**config.mk**
```make
export PLATFORM = sky130hd
export DESIGN_NAME = move_detector
export DESIGN_NICKNAME = d
export VERILOG_FILES = /design/src/rtl/move_detector.sv
export SDC_FILE = /design/constraint.sdc
export NUM_CORES = 1
export LEC_CHECK = 0
export CORE_AREA = 2 2 255 257
export CTS_BUF_LIST = sky130_fd_sc_hd__clkbuf_8
export DETAILED_ROUTE_END_ITERATION = 10
export DIE_AREA = 0 0 257 259
export HOLD_SLACK_MARGIN = 0.15
export PLACE_DENSITY = 0.54
export SYNTH_ARGS = -nofsm -noshare
export SYNTH_HDL_FRONTEND = slang
export SYNTH_SLANG_ARGS = --single-unit
```
**constraint.sdc**
```tcl
create_clock -name clk -period 9.6 [get_ports clk]
set_clock_uncertainty 0.05 [all_clocks]
set_input_delay 1.44 -clock clk [delete_from_list [all_inputs] [get_ports clk]]
set_output_delay 1.44 -clock clk [all_outputs]
set_load 0.1 [all_outputs]
```
**src/rtl/move_detector.sv**
```systemverilog
// Chessboard move detector: debounces raw 64-square occupancy frames and tracks
// lift/place sequences against a reference board to report quiet moves and captures.
module move_detector #(
  parameter int DEBOUNCE_FRAMES = 3
) (
  input  logic        clk,
  input  logic        reset,
  input  logic [63:0] chessLayout,
  input  logic        scan_done,
  input  logic        resync,
  input  logic        move_ready,
  output logic        move_valid,
  output logic [5:0]  from_sq,
  output logic [5:0]  to_sq,
  output logic        capture,
  output logic        error,
  output logic        busy,
  output logic [63:0] board_state
);

  localparam logic [63:0] INIT_LAYOUT = 64'hFFFF_0000_0000_FFFF;
  localparam logic [3:0]  CNT_MAX     = 4'(DEBOUNCE_FRAMES - 1);

  localparam logic [2:0] ST_IDLE   = 3'd0;
  localparam logic [2:0] ST_LIFT1  = 3'd1;
  localparam logic [2:0] ST_LIFT2  = 3'd2;
  localparam logic [2:0] ST_REPORT = 3'd3;
  localparam logic [2:0] ST_ERROR  = 3'd4;

  function automatic logic is_onehot(input logic [63:0] v);
    return (v != 64'd0) && ((v & (v - 64'd1)) == 64'd0);
  endfunction

  function automatic logic [5:0] bit_index(input logic [63:0] v);
    logic [5:0] idx;
    idx = 6'd0;
    for (int i = 0; i < 64; i++) begin
      if (v[i]) begin
        idx = 6'(i);
      end else begin
        idx = idx;
      end
    end
    return idx;
  endfunction

  function automatic logic [63:0] sq_mask(input logic [5:0] sq);
    return 64'd1 << sq;
  endfunction

  // Debounce state
  logic [63:0] last_frame_q, last_frame_d;
  logic [3:0]  cnt_q, cnt_d;
  logic [63:0] stable_q, stable_d;
  logic        strobe_q, strobe_d;

  // Move tracking state
  logic [2:0]  state_q, state_d;
  logic [63:0] ref_q, ref_d;
  logic [63:0] pending_q, pending_d;
  logic [5:0]  lift_a_q, lift_a_d;
  logic [5:0]  lift_b_q, lift_b_d;

  // Output registers
  logic        mv_q, mv_d;
  logic [5:0]  from_q, from_d;
  logic [5:0]  to_q, to_d;
  logic        cap_q, cap_d;
  logic        err_q, err_d;
  logic        busy_q, busy_d;

  logic        frame_match_s;
  logic        eval_s;
  logic [63:0] lifted_s;
  logic [63:0] added_s;
  logic [63:0] bit_a_s;
  logic [63:0] bit_b_s;
  logic [63:0] lifted_rest_s;

  // Frame debounce: count repeats of the same frame, strobe once per new stable layout
  always_comb begin
    frame_match_s = (chessLayout == last_frame_q);
    last_frame_d  = last_frame_q;
    cnt_d         = cnt_q;
    stable_d      = stable_q;
    strobe_d      = 1'b0;
    if (scan_done) begin
      if (frame_match_s) begin
        if (cnt_q != CNT_MAX) begin
          cnt_d = cnt_q + 4'd1;
        end else begin
          cnt_d = cnt_q;
        end
        if ((cnt_d == CNT_MAX) && (chessLayout != stable_q)) begin
          stable_d = chessLayout;
          strobe_d = 1'b1;
        end else begin
          strobe_d = 1'b0;
        end
      end else begin
        cnt_d        = 4'd0;
        last_frame_d = chessLayout;
      end
    end else begin
      strobe_d = 1'b0;
    end
  end

  // Move FSM: compare stable layout against reference on each accepted strobe
  always_comb begin
    eval_s        = strobe_q & ~resync;
    lifted_s      = ref_q & ~stable_q;
    added_s       = stable_q & ~ref_q;
    bit_a_s       = sq_mask(lift_a_q);
    bit_b_s       = sq_mask(lift_b_q);
    lifted_rest_s = lifted_s & ~bit_a_s;

    state_d   = state_q;
    ref_d     = ref_q;
    pending_d = pending_q;
    lift_a_d  = lift_a_q;
    lift_b_d  = lift_b_q;
    from_d    = from_q;
    to_d      = to_q;
    cap_d     = cap_q;

    case (state_q)
      ST_IDLE: begin
        if (eval_s) begin
          if (stable_q == ref_q) begin
            state_d = ST_IDLE;
          end else if ((added_s == 64'd0) && is_onehot(lifted_s)) begin
            lift_a_d = bit_index(lifted_s);
            state_d  = ST_LIFT1;
          end else begin
            state_d = ST_ERROR;
          end
        end else begin
          state_d = ST_IDLE;
        end
      end
      ST_LIFT1: begin
        if (eval_s) begin
          if (stable_q == ref_q) begin
            state_d = ST_IDLE;
          end else if ((lifted_s == bit_a_s) && is_onehot(added_s)) begin
            from_d    = lift_a_q;
            to_d      = bit_index(added_s);
            cap_d     = 1'b0;
            pending_d = stable_q;
            state_d   = ST_REPORT;
          end else if ((added_s == 64'd0) && ((lifted_s & bit_a_s) != 64'd0)
                       && is_onehot(lifted_rest_s)) begin
            lift_b_d = bit_index(lifted_rest_s);
            state_d  = ST_LIFT2;
          end else begin
            state_d = ST_ERROR;
          end
        end else begin
          state_d = ST_LIFT1;
        end
      end
      ST_LIFT2: begin
        if (eval_s) begin
          if ((added_s == 64'd0) && (lifted_s == bit_a_s)) begin
            from_d    = lift_a_q;
            to_d      = lift_b_q;
            cap_d     = 1'b1;
            pending_d = stable_q;
            state_d   = ST_REPORT;
          end else if ((added_s == 64'd0) && (lifted_s == bit_b_s)) begin
            from_d    = lift_b_q;
            to_d      = lift_a_q;
            cap_d     = 1'b1;
            pending_d = stable_q;
            state_d   = ST_REPORT;
          end else if (stable_q == ref_q) begin
            state_d = ST_IDLE;
          end else begin
            state_d = ST_ERROR;
          end
        end else begin
          state_d = ST_LIFT2;
        end
      end
      ST_REPORT: begin
        if (mv_q && move_ready) begin
          ref_d   = pending_q;
          state_d = ST_IDLE;
        end else begin
          state_d = ST_REPORT;
        end
      end
      ST_ERROR: begin
        if (eval_s && (stable_q == ref_q)) begin
          state_d = ST_IDLE;
        end else begin
          state_d = ST_ERROR;
        end
      end
      default: begin
        state_d = ST_IDLE;
      end
    endcase

    // Resync overrides everything, including a simultaneous handshake
    if (resync) begin
      ref_d   = stable_q;
      state_d = ST_IDLE;
    end else begin
      ref_d = ref_d;
    end

    mv_d   = (state_d == ST_REPORT);
    err_d  = (state_d == ST_ERROR);
    busy_d = (state_d != ST_IDLE);
    if (!mv_d) begin
      from_d = 6'd0;
      to_d   = 6'd0;
      cap_d  = 1'b0;
    end else begin
      cap_d = cap_d;
    end
  end

  // State registers with synchronous active-low reset
  always_ff @(posedge clk) begin
    if (!reset) begin
      last_frame_q <= INIT_LAYOUT;
      cnt_q        <= 4'd0;
      stable_q     <= INIT_LAYOUT;
      strobe_q     <= 1'b0;
      state_q      <= ST_IDLE;
      ref_q        <= INIT_LAYOUT;
      pending_q    <= INIT_LAYOUT;
      lift_a_q     <= 6'd0;
      lift_b_q     <= 6'd0;
      mv_q         <= 1'b0;
      from_q       <= 6'd0;
      to_q         <= 6'd0;
      cap_q        <= 1'b0;
      err_q        <= 1'b0;
      busy_q       <= 1'b0;
    end else begin
      last_frame_q <= last_frame_d;
      cnt_q        <= cnt_d;
      stable_q     <= stable_d;
      strobe_q     <= strobe_d;
      state_q      <= state_d;
      ref_q        <= ref_d;
      pending_q    <= pending_d;
      lift_a_q     <= lift_a_d;
      lift_b_q     <= lift_b_d;
      mv_q         <= mv_d;
      from_q       <= from_d;
      to_q         <= to_d;
      cap_q        <= cap_d;
      err_q        <= err_d;
      busy_q       <= busy_d;
    end
  end

  assign move_valid  = mv_q;
  assign from_sq     = from_q;
  assign to_sq       = to_q;
  assign capture     = cap_q;
  assign error       = err_q;
  assign busy        = busy_q;
  assign board_state = ref_q;

endmodule

```
==> results of run 1 <==
-- sequential cells by signal, indices dropped and copies added (netlist names), 4 cells and up --
signal / flops
pending_q: 64
last_frame_q: 64
board_state: 64
lift_a_q: 6
to_sq: 6
lift_b_q: 6
cnt_q: 4
stable_q: 64
from_sq: 6
-- metal layers --
layer / GRT usage [%] / vias up / wire length (um)
met4: 17.6 / 2 / 6790
li1: - / 11600 / -
met2: 58.1 / 1148 / 55200
met1: 41.7 / 12400 / 48300
met5: 0 / - / 13
met3: 4.95 / 287 / 7010
-- power groups by stage --
| stage | registers, mW | logic (mW) | clock network [mW] |
|---|---|---|---|
| 3_3_place_gp | 1.28 | 0.494 | 0 |
| 5_1_grt | 1.26 | 0.531 | 1.31 |
| 2_1_floorplan | 1.32 | 0.258 | 0 |
| 6_report | 1.26 | 0.504 | 1.23 |
| 4_1_cts | 1.26 | 0.498 | 1.26 |
| 3_5_place_dp | 1.28 | 0.497 | 0 |
-- placed cells by master (no fill, tap or decap), types with 10 or more instances in the layout --
cell type / instances
nand4b_1: 18
nand3b_1: 10
nand2b_1: 26
or4_1: 32
or3_1: 29
a21oi_1: 74
nand3_1: 48
clkdlybuf4s50_1: 146
nor4_1: 102
nor4_2: 12
inv_1: 271
clkbuf_8: 66
and3_1: 10
dfxtp_1: 289
nand4_1: 137
or2_2: 16
o2111ai_1: 18
a211oi_1: 45
ha_1: 259
nor3_1: 67
nor2_1: 313
o21ai_0: 148
nor2b_1: 23
o31ai_1: 37
o211ai_1: 11
mux2i_1: 272
o32ai_1: 11
xnor2_1: 129
a31oi_1: 18
buf_4: 75
o41ai_1: 29
nand2_1: 333
-- cell type report --
type	count	area (sq um)	share of cell area (%)
Tap cell	855	1070	3.79
Antenna cell	3	7.51	0.0266
Inverter	249	937	3.32
Clock buffer	66	908	3.21
Clock inverter	33	188	0.664
Multi-Input combinational cell	2432	17300	61.1
Timing Repair Buffer	222	2040	7.23
Sequential cell	292	5850	20.7
-- worst max-delay path: cells and delay by family, from the launching register on --
family	cells	cell delay, ps
flops	1	440
compound gates	1	820
fa+ha+maj	1	420
mux	1	240
simple gates	10	3940
buf+inv	1	390
-- cell families (layout without fill, tap and decap cells) --
kind of cell	Yosys count	in the layout	synth area share, %
AO/OA/AOI/OAI	519	519	14.3
adder cells (fa/ha/maj)	262	262	13.3
XOR/XNOR	130	130	4.61
flip-flops	292	292	23.7
other	0	3	0
buffers and inverters	415	570	6.58
AND/OR/NAND/NOR	1246	1246	26.4
multiplexers	275	275	11.2
-- worst max path at each step --
| stage | from | end | slack, ps |
|---|---|---|---|
| after global placement | board_state[48] | pending_q[55] | 2920 |
| final | lift_a_q[5] | pending_q[55] | 2950 |
| after floorplan | board_state[9] | lift_b_q[0] | 4950 |
| after global routing | lift_a_q[5] | pending_q[1] | 2790 |
| after detailed placement | board_state[48] | pending_q[55] | 3020 |
| after CTS | lift_a_q[4] | pending_q[3] | 3000 |
==> summary.txt, run 1 <==
Power and ir drop
  – Max rail drop VDD: 95.2 uV
  – Net Sw Frac: 31.0%
  – Net Sw Power: 928 uW
  – Gate power share: 16.8%
  – Internal: 2.06 mW
  – Total power draw: 2.99 mW
  – Flop pwr share: 42.0%
  – Leak pwr: 12.8 nW
  – Clock Power Share: 41.1%
  – Pwr/cell area: 106 mW/mm^2

Layout
  – Fillers: 6,438
  – Layout area overhead: 14.5%
  – Final net count: 3,580
  – Share of layout cells above drive strength 1: 6.80%
  – Non-filler cells in the finished layout: 4,152
  – Fin util: 44.2%
  – Final instance area: 0.0283 sq mm

Critical path
  – R2R depth: 14
  – Critical Path RT: 10,010 ps
  – Worst path cell trace: nor2b_1 -> nand2_1 -> ha_1 -> nand4_1 -> nor4_1 -> nand4_1 -> nor4_1 -> nand3_1 -> nor4_1 -> nand4b_1 -> a21oi_4 -> buf_12 -> mux2i_1 -> nand2_1
  – Largest stage delay, worst path: 1000 ps
  – R2R Path End: pending_q[55]
  – WP data arrival: 7070 ps
  – CP Capture Type: flip-flop
  – Critical path class: reg -> reg
  – Worst reg2reg startpoint: lift_a_q[5]
  – Slowest CP cell: nor2b_1
  – CP Max Fanout: 50
  – Nature of the critical path startpoint: flip-flop
  – Reg2Reg Setup Slack: 2950 ps
  – Crit-path most repeated cell: nor4_1

STA
  – Hold Slack: 421 ps
  – Period utilization: 69.3%
  – Final Hold Vio Count: 0
  – Min cycle time layout: 6650 ps
  – Fmax: 150 MHz
  – Post-Route Setup TNS: 0 ps
  – Max_slew headroom: 16.7%
  – Slew @ Worst Pin: 1250 ps
  – Final setup violation count: 0
  – Slew Limit Fails: 0
  – RSZ-0062 raised after global routing: no
  – Final setup margin: 2950 ps

Placement
  – # port buffers: 148
  – Worst Setup Slack post-DPL: 3020 ps
  – Inst Count DP: 4,050
  – Placed Area: 0.0272 sq mm
  – RePlAce Congestion: 1.01
  – Placed wire-length estimate after detailed placement: 91,700 um

Global routing
  – GRT Util Overall: 34.1%
  – Vias in the first global route: 24,200
  – Total grt overflow: 0
  – Number of antenna violations at the first check in global routing: 2
  – Largest net degree at the start of global routing: 95
  – First-pass GRT wire length: 168,000 um

Clocking
  – Clock root cell: clkbuf_8
  – Post-CTS Resized: 0
  – Clock-pin slew of the registers on the worst-case setup and hold paths: 60 ps
  – Total CTS buffers: 55
  – # hold bufs at CTS: 0
  – Clk Latency, worst-skew pair: 690 ps
  – Max H-tree Level: 2
  – Max Buffers Root-to-Sink: 3
  – CTS tree: done
  – Post-CTS setup repair buffer count: 0
  – Sinks on Clock Net: 292

Floorplanning
  – Die height: 259 um
  – Chip width: 257 um
  – Core Area: 0.0639 sq mm
  – Ports: 149
  – Rows: 93
  – Die footprint: 0.0666 sq mm
  – Initial core utilization: 38.6%

Routing
  – Initial DRC Count: 2,554
  – Via count: 25,400
  – Final antenna-violating net count: 0
  – Iteration count of the initial detailed-routing pass: 7
  – DR WL/cell: 28.3 um
  – DRC errors left: 0
  – DR vias/cell: 6.11
  – Routed WL: 117,000 um

Synthesis
  – Synth Flop Type: dfxtp_1
  – Yosys cell types: 92
  – Post-synth top cells: nand2_1, nor2_1, dfxtp_1
  – FF+latch count, synth: 292
  – Synth Cell Area: 0.0247 sq mm
  – Top post-synthesis cells by area: dfxtp_1, ha_1, mux2i_1
  – Synth top area share: 23.7%
  – Asr flop ratio synth: 0%
  – Post-synth EDFFs: 0
  – Post-synth top area cell: dfxtp_1
  – Syn Inst Count: 3,139
  – Mean post-synth cell area: 7.86 sq um
  – Syn_nets: 3,467
  – Sequential cell area fraction in the yosys report: 23.7%
  – Synthesis Warnings: 0
  – Most numerous cell in the Yosys netlist: nand2_1

Hold path
  – Min-delay worst type: reg -> reg
  – WHS Path Cells: 2
  – Hold endpoint: pending_q[5]
  – Hold path start: pending_q[5]

Status
  – Status: finished clean

Run
  – Max cap viols: 0
Power figures use the tool's default switching activity.
==> run 2: changes to the inputs <==
==> constraint.sdc (replaced) <==
create_clock -name clk -period 6.75 [get_ports clk]
set_clock_uncertainty 0.05 [all_clocks]
set_input_delay 1.0125 -clock clk [delete_from_list [all_inputs] [get_ports clk]]
set_output_delay 1.0125 -clock clk [all_outputs]
set_load 0.1 [all_outputs]
==> run 2 against run 1 <==
- sequential cell count unchanged
- via count up 0.50%
- die area unchanged
- sequential share of layout area down 0.053 points
- routed wire length down 2.1%
- maximum frequency up 9.4%
- critical path depth unchanged
- critical path type unchanged
==> summary.txt, run 2 (synthesis gave the netlist of run 1 again) <==
Routing
  – Final antenna-violating net count: 0
  – Iteration count of the initial detailed-routing pass: 8
  – DRC errors left: 0
  – Initial DRC Count: 2,675
  – DR vias/cell: 6.14
  – Routed WL: 115,000 um
  – DR WL/cell: 27.7 um
  – Via count: 25,500

Hold path
  – Min-delay worst type: reg -> reg

Placement
  – RePlAce Congestion: 0.988
  – # port buffers: 148
  – Placed wire-length estimate after detailed placement: 92,100 um

STA
  – Slew Limit Fails: 0
  – Period utilization: 90.1%
  – RSZ-0062 raised after global routing: no
  – Post-Route Setup TNS: 0 ps
  – Max_slew headroom: 23.5%
  – Hold Slack: 417 ps
  – Slew @ Worst Pin: 1140 ps
  – Min cycle time layout: 6080 ps
  – Fmax: 164 MHz
  – Final Hold Vio Count: 0
  – Final setup violation count: 0

Clocking
  – # hold bufs at CTS: 0
  – Clock-pin slew of the registers on the worst-case setup and hold paths: 60 ps
  – Max H-tree Level: 2
  – Post-CTS Resized: 0
  – Total CTS buffers: 52
  – Max Buffers Root-to-Sink: 3
  – CTS tree: done
  – Clk Latency, worst-skew pair: 680 ps
  – Sinks on Clock Net: 292
  – Clock root cell: clkbuf_8
  – Post-CTS setup repair buffer count: 0

Global routing
  – First-pass GRT wire length: 166,000 um
  – GRT Util Overall: 33.5%
  – Number of antenna violations at the first check in global routing: 3
  – Largest net degree at the start of global routing: 129
  – Vias in the first global route: 24,400
  – Total grt overflow: 0

Floorplanning
  – Initial core utilization: 38.6%
  – Chip width: 257 um
  – Core Area: 0.0639 sq mm
  – Rows: 93
  – Ports: 149
  – Die footprint: 0.0666 sq mm
  – Die height: 259 um

Critical path
  – Critical Path RT: 7280 ps
  – CP Capture Type: flip-flop
  – Critical path class: reg -> reg
  – WP data arrival: 6610 ps
  – Nature of the critical path startpoint: flip-flop
  – CP Max Fanout: 14

Power and ir drop
  – Pwr/cell area: 147 mW/mm^2
  – Max rail drop VDD: 173 uV
  – Leak pwr: 12.8 nW

Run
  – Max cap viols: 0

Status
  – Status: finished clean

Layout
  – Most common cell after layout, fill and taps aside: nand2_1
  – Area of the multi-input gates: 0.0172 sq mm
  – Highest-count cells in the layout ignoring fill and taps: nand2_1, nor2_1, dfxtp_1, mux2i_1, inv_1
  – Reg area: 0.00585 sq mm
  – Fillers: 6,356
  – Final net count: 3,590
  – Layout area overhead: 14.8%
  – Share of layout cells above drive strength 1: 6.95%
[run 2: cell types whose count changed in the layout (fill, tap and decap cells not counted), moves of 2 or more]
| cell | change |
|---|---|
| dfxtp_2 | -2 |
| dfxtp_1 | +2 |
| inv_1 | -8 |
| clkinvlp_4 | -2 |
| buf_12 | +3 |
| buf_4 | +10 |
[run 2: metrics by stage]
stage	power, mW	setup slack, ps	cells	cell area [sq um]	util [%]
2_1_floorplan	2.25	2100	3139	24700	-
4_1_cts	4.20	660	4150	28300	44.3
3_5_place_dp	2.53	672	4063	27300	42.7
6_report	4.17	670	4153	28300	44.3
3_3_place_gp	2.52	926	4063	27300	42.7
5_1_grt	4.32	342	4151	28300	44.3
[run 2: cell type report]
| type | count | share of cell area (%) |
|---|---|---|
| Clock buffer | 66 | 3.21 |
| Timing Repair Buffer | 235 | 7.70 |
| Sequential cell | 292 | 20.6 |
| Antenna cell | 3 | 0.0265 |
| Clock inverter | 21 | 0.437 |
| Tap cell | 855 | 3.78 |
| Multi-Input combinational cell | 2432 | 60.9 |
| Inverter | 249 | 3.31 |
[run 2: power by group]
part,total (mW),switching (mW),internal (mW)
sequential,1.79,0.0307,1.76
combinational,0.714,0.463,0.251
clock,1.66,0.785,0.880
[run 2: per-layer routing]
layer	share of wire, %	track usage, %
met5	0	0.0712
met4	5.9	17.3
met3	6.5	5.17
met2	46	55.5
met1	42	42.1
[run 2: final timing paths]
| kind | start | endpoint | slack [ps] | depth (start not counted) |
|---|---|---|---|---|
| max | lift_a_q[0] | from_sq[1] | 670 | 14 |
| max reg2reg | lift_a_q[0] | from_sq[1] | 670 | 14 |
| min reg2reg | pending_q[7] | pending_q[7] | 420 | 2 |
| min | pending_q[7] | pending_q[7] | 420 | 2 |
[run 2: worst max-delay path, stage by stage (launching register included)]
cell and delay, ps:
dfxtp_1 500, nand2b_1 160, nor3_1 640, nand2_1 160, ha_1 350, nor4_4 440, nand4_2 420, or4_4 700
o32ai_1 640, o31a_1 310, nand4_1 190, or4_4 570, a21oi_1 190, o21bai_1 330, a211oi_1 310
==> variant (settings of run 1) <==
Reset style: asynchronous (`reset`), changed in one clocked block. Comments in the files are not updated.
--- a/src/rtl/move_detector.sv
+++ b/src/rtl/move_detector.sv
@@ -224,7 +224,7 @@
   end
 
   // State registers with synchronous active-low reset
-  always_ff @(posedge clk) begin
+  always_ff @(posedge clk or negedge reset) begin
     if (!reset) begin
       last_frame_q <= INIT_LAYOUT;
       cnt_q        <= 4'd0;
Function: not settled (the Yosys comparison gave no result); the edit may change what the design does.
==> variant against run 1 <==
Routed wire length down 4.2%. Combinational power up 27%. Cell area up 0.48%. Synthesized area up 0.22%. Core utilization up 0.21 points. First-iteration DRC count down 1.8%. Sequential cell count unchanged. Power up 12%. Clock power up 9%. Setup slack better by 0.43 ns. Critical path depth up 1. Count of clock-buffer cells in the layout up 6. Synthesized cell count down 4.9%. Critical endpoint is now to_sq[0]$_DFFE_PN0P_. Highest routed layer is now met4.
==> variant: results (changes against run 1) <==
[hold_path]
whs_endpoint = pending_q[51]$_DFFE_PN1P_
hp-start = pending_q[51]$_DFFE_PN1P_

[yosys]
ys_seq_area_share_pct = 30.2  ; +6.5 points
yosys_most_used_dff = dfrtp_1
yosysUniqueCellTypes = 83  ; -9.8%
synth_area_leaders = dfrtp_1 17%, dfstp_2 14%, ha_1 13%
synthCells = 2985  ; -4.9%
ys_async_sr_fraction_pct = 100  ; +100 points
synthTopCellsByCount = 344 x nand2_1, 278 x o21ai_0, 258 x ha_1

[run_status]
status = finished, final reports clean

[clock_tree]
path_clk_slew_ns = 0.06  ; about the same
clock_latency_ns = 0.66  ; -0.03 ns

[route]
drt_first_pass_iters = 8  ; +1
routed_wl_mm = 112  ; -4.2%
met3_length_mm = 6.74  ; -3.9%
wl_met2_mm = 53.1  ; -3.8%
drt_iter0_markers = 2507  ; -1.8%
highest_layer = met4
m1WireLength_mm = 44.6  ; -7.7%
viasPerCell = 6.07  ; -0.68%

[cells_and_area]
drive_gt1_share_pct = 12.8  ; +6.0 points
fin_nets = 3412  ; -4.7%
finalNonFillerCells = 3990  ; -3.9%

[power]
pwr-share-comb_pct = 19.2  ; +2.4 points
ir_drop_mv = 0.126  ; +32%
power.switching_mw = 1.09  ; +18%
power_leakage_nw = 13.0  ; +1.8%
p_clk_share_pct = 40.2  ; -0.9 points
p_sw_share_pct = 32.6  ; +1.6 points

[global_route]
grtUsageMet3_pct = 4.78  ; -0.17 points
grt_pass1_wl_mm = 162  ; -3.9%
track_usage_pct = 32.9  ; -1.2 points
grt_max_degree = 180  ; +89%
grt_use_met1_pct = 39.7  ; -2.0 points
grt_pass1_vias = 23435  ; -3.2%

[critical_path]
cp-endpoint = to_sq[0]$_DFFE_PN0P_
critPathMaxFanout = 82  ; +64%
rr_startpoint = lift_a_q[4]$_DFFE_PN0P_
cp_slowest_stage_delay_ns = 0.81  ; -0.19 ns
critPathArrivalTime_ns = 6.65  ; -0.42 ns
crit_slowest_cell = a311oi_1

[place]
hpwl_mm = 86.9  ; -5.3%
dpl.cell_count = 3883  ; -4.1%
placed_cell_area_mm2 = 0.0272  ; about the same
place.gp.congestion = 0.995  ; -1.1%

[timing]
timing.hold.ws_ns = 0.430  ; +0.00809 ns
final.setup.worst_slack_ns = 3.37  ; +0.425 ns
slew_headroom_pct = 17.7  ; +1.0 points

==> variant: changes by cell type after synthesis, sizes merged, moves of 34 or more <==
cell,change
mux2,+70
mux2i,-192
dfrtp,+164
o21ai,+130
dfstp,+128
xor2,+63
dfxtp,-292
xnor2,-63
nor2,-118
a211oi,-34
==> variant: final cells by class <==
type / count / area, µm²
fill: 6337 / 35500
multi-input combinational: 2278 / 15700
sequential: 292 / 7470
timing repair buffer: 212 / 1990
tap: 855 / 1070
clock buffer: 72 / 991
inverter: 246 / 923
clock inverter: 32 / 233
antenna: 3 / 7.51
==> variant: logic make-up (layout without fill, tap and decap cells) <==
family                   after synthesis  in the layout  synth area share, %
AND/OR/NAND/NOR                     1106           1106                 23.1
AO/OA/AOI/OAI                        627            627                 15.9
buffers and inverters                415            562                 6.39
flip-flops                           292            292                 30.2
adder cells (fa/ha/maj)              262            262                 13.2
multiplexers                         153            153                 6.56
XOR/XNOR                             130            130                 4.60
other                                  0              3                    0
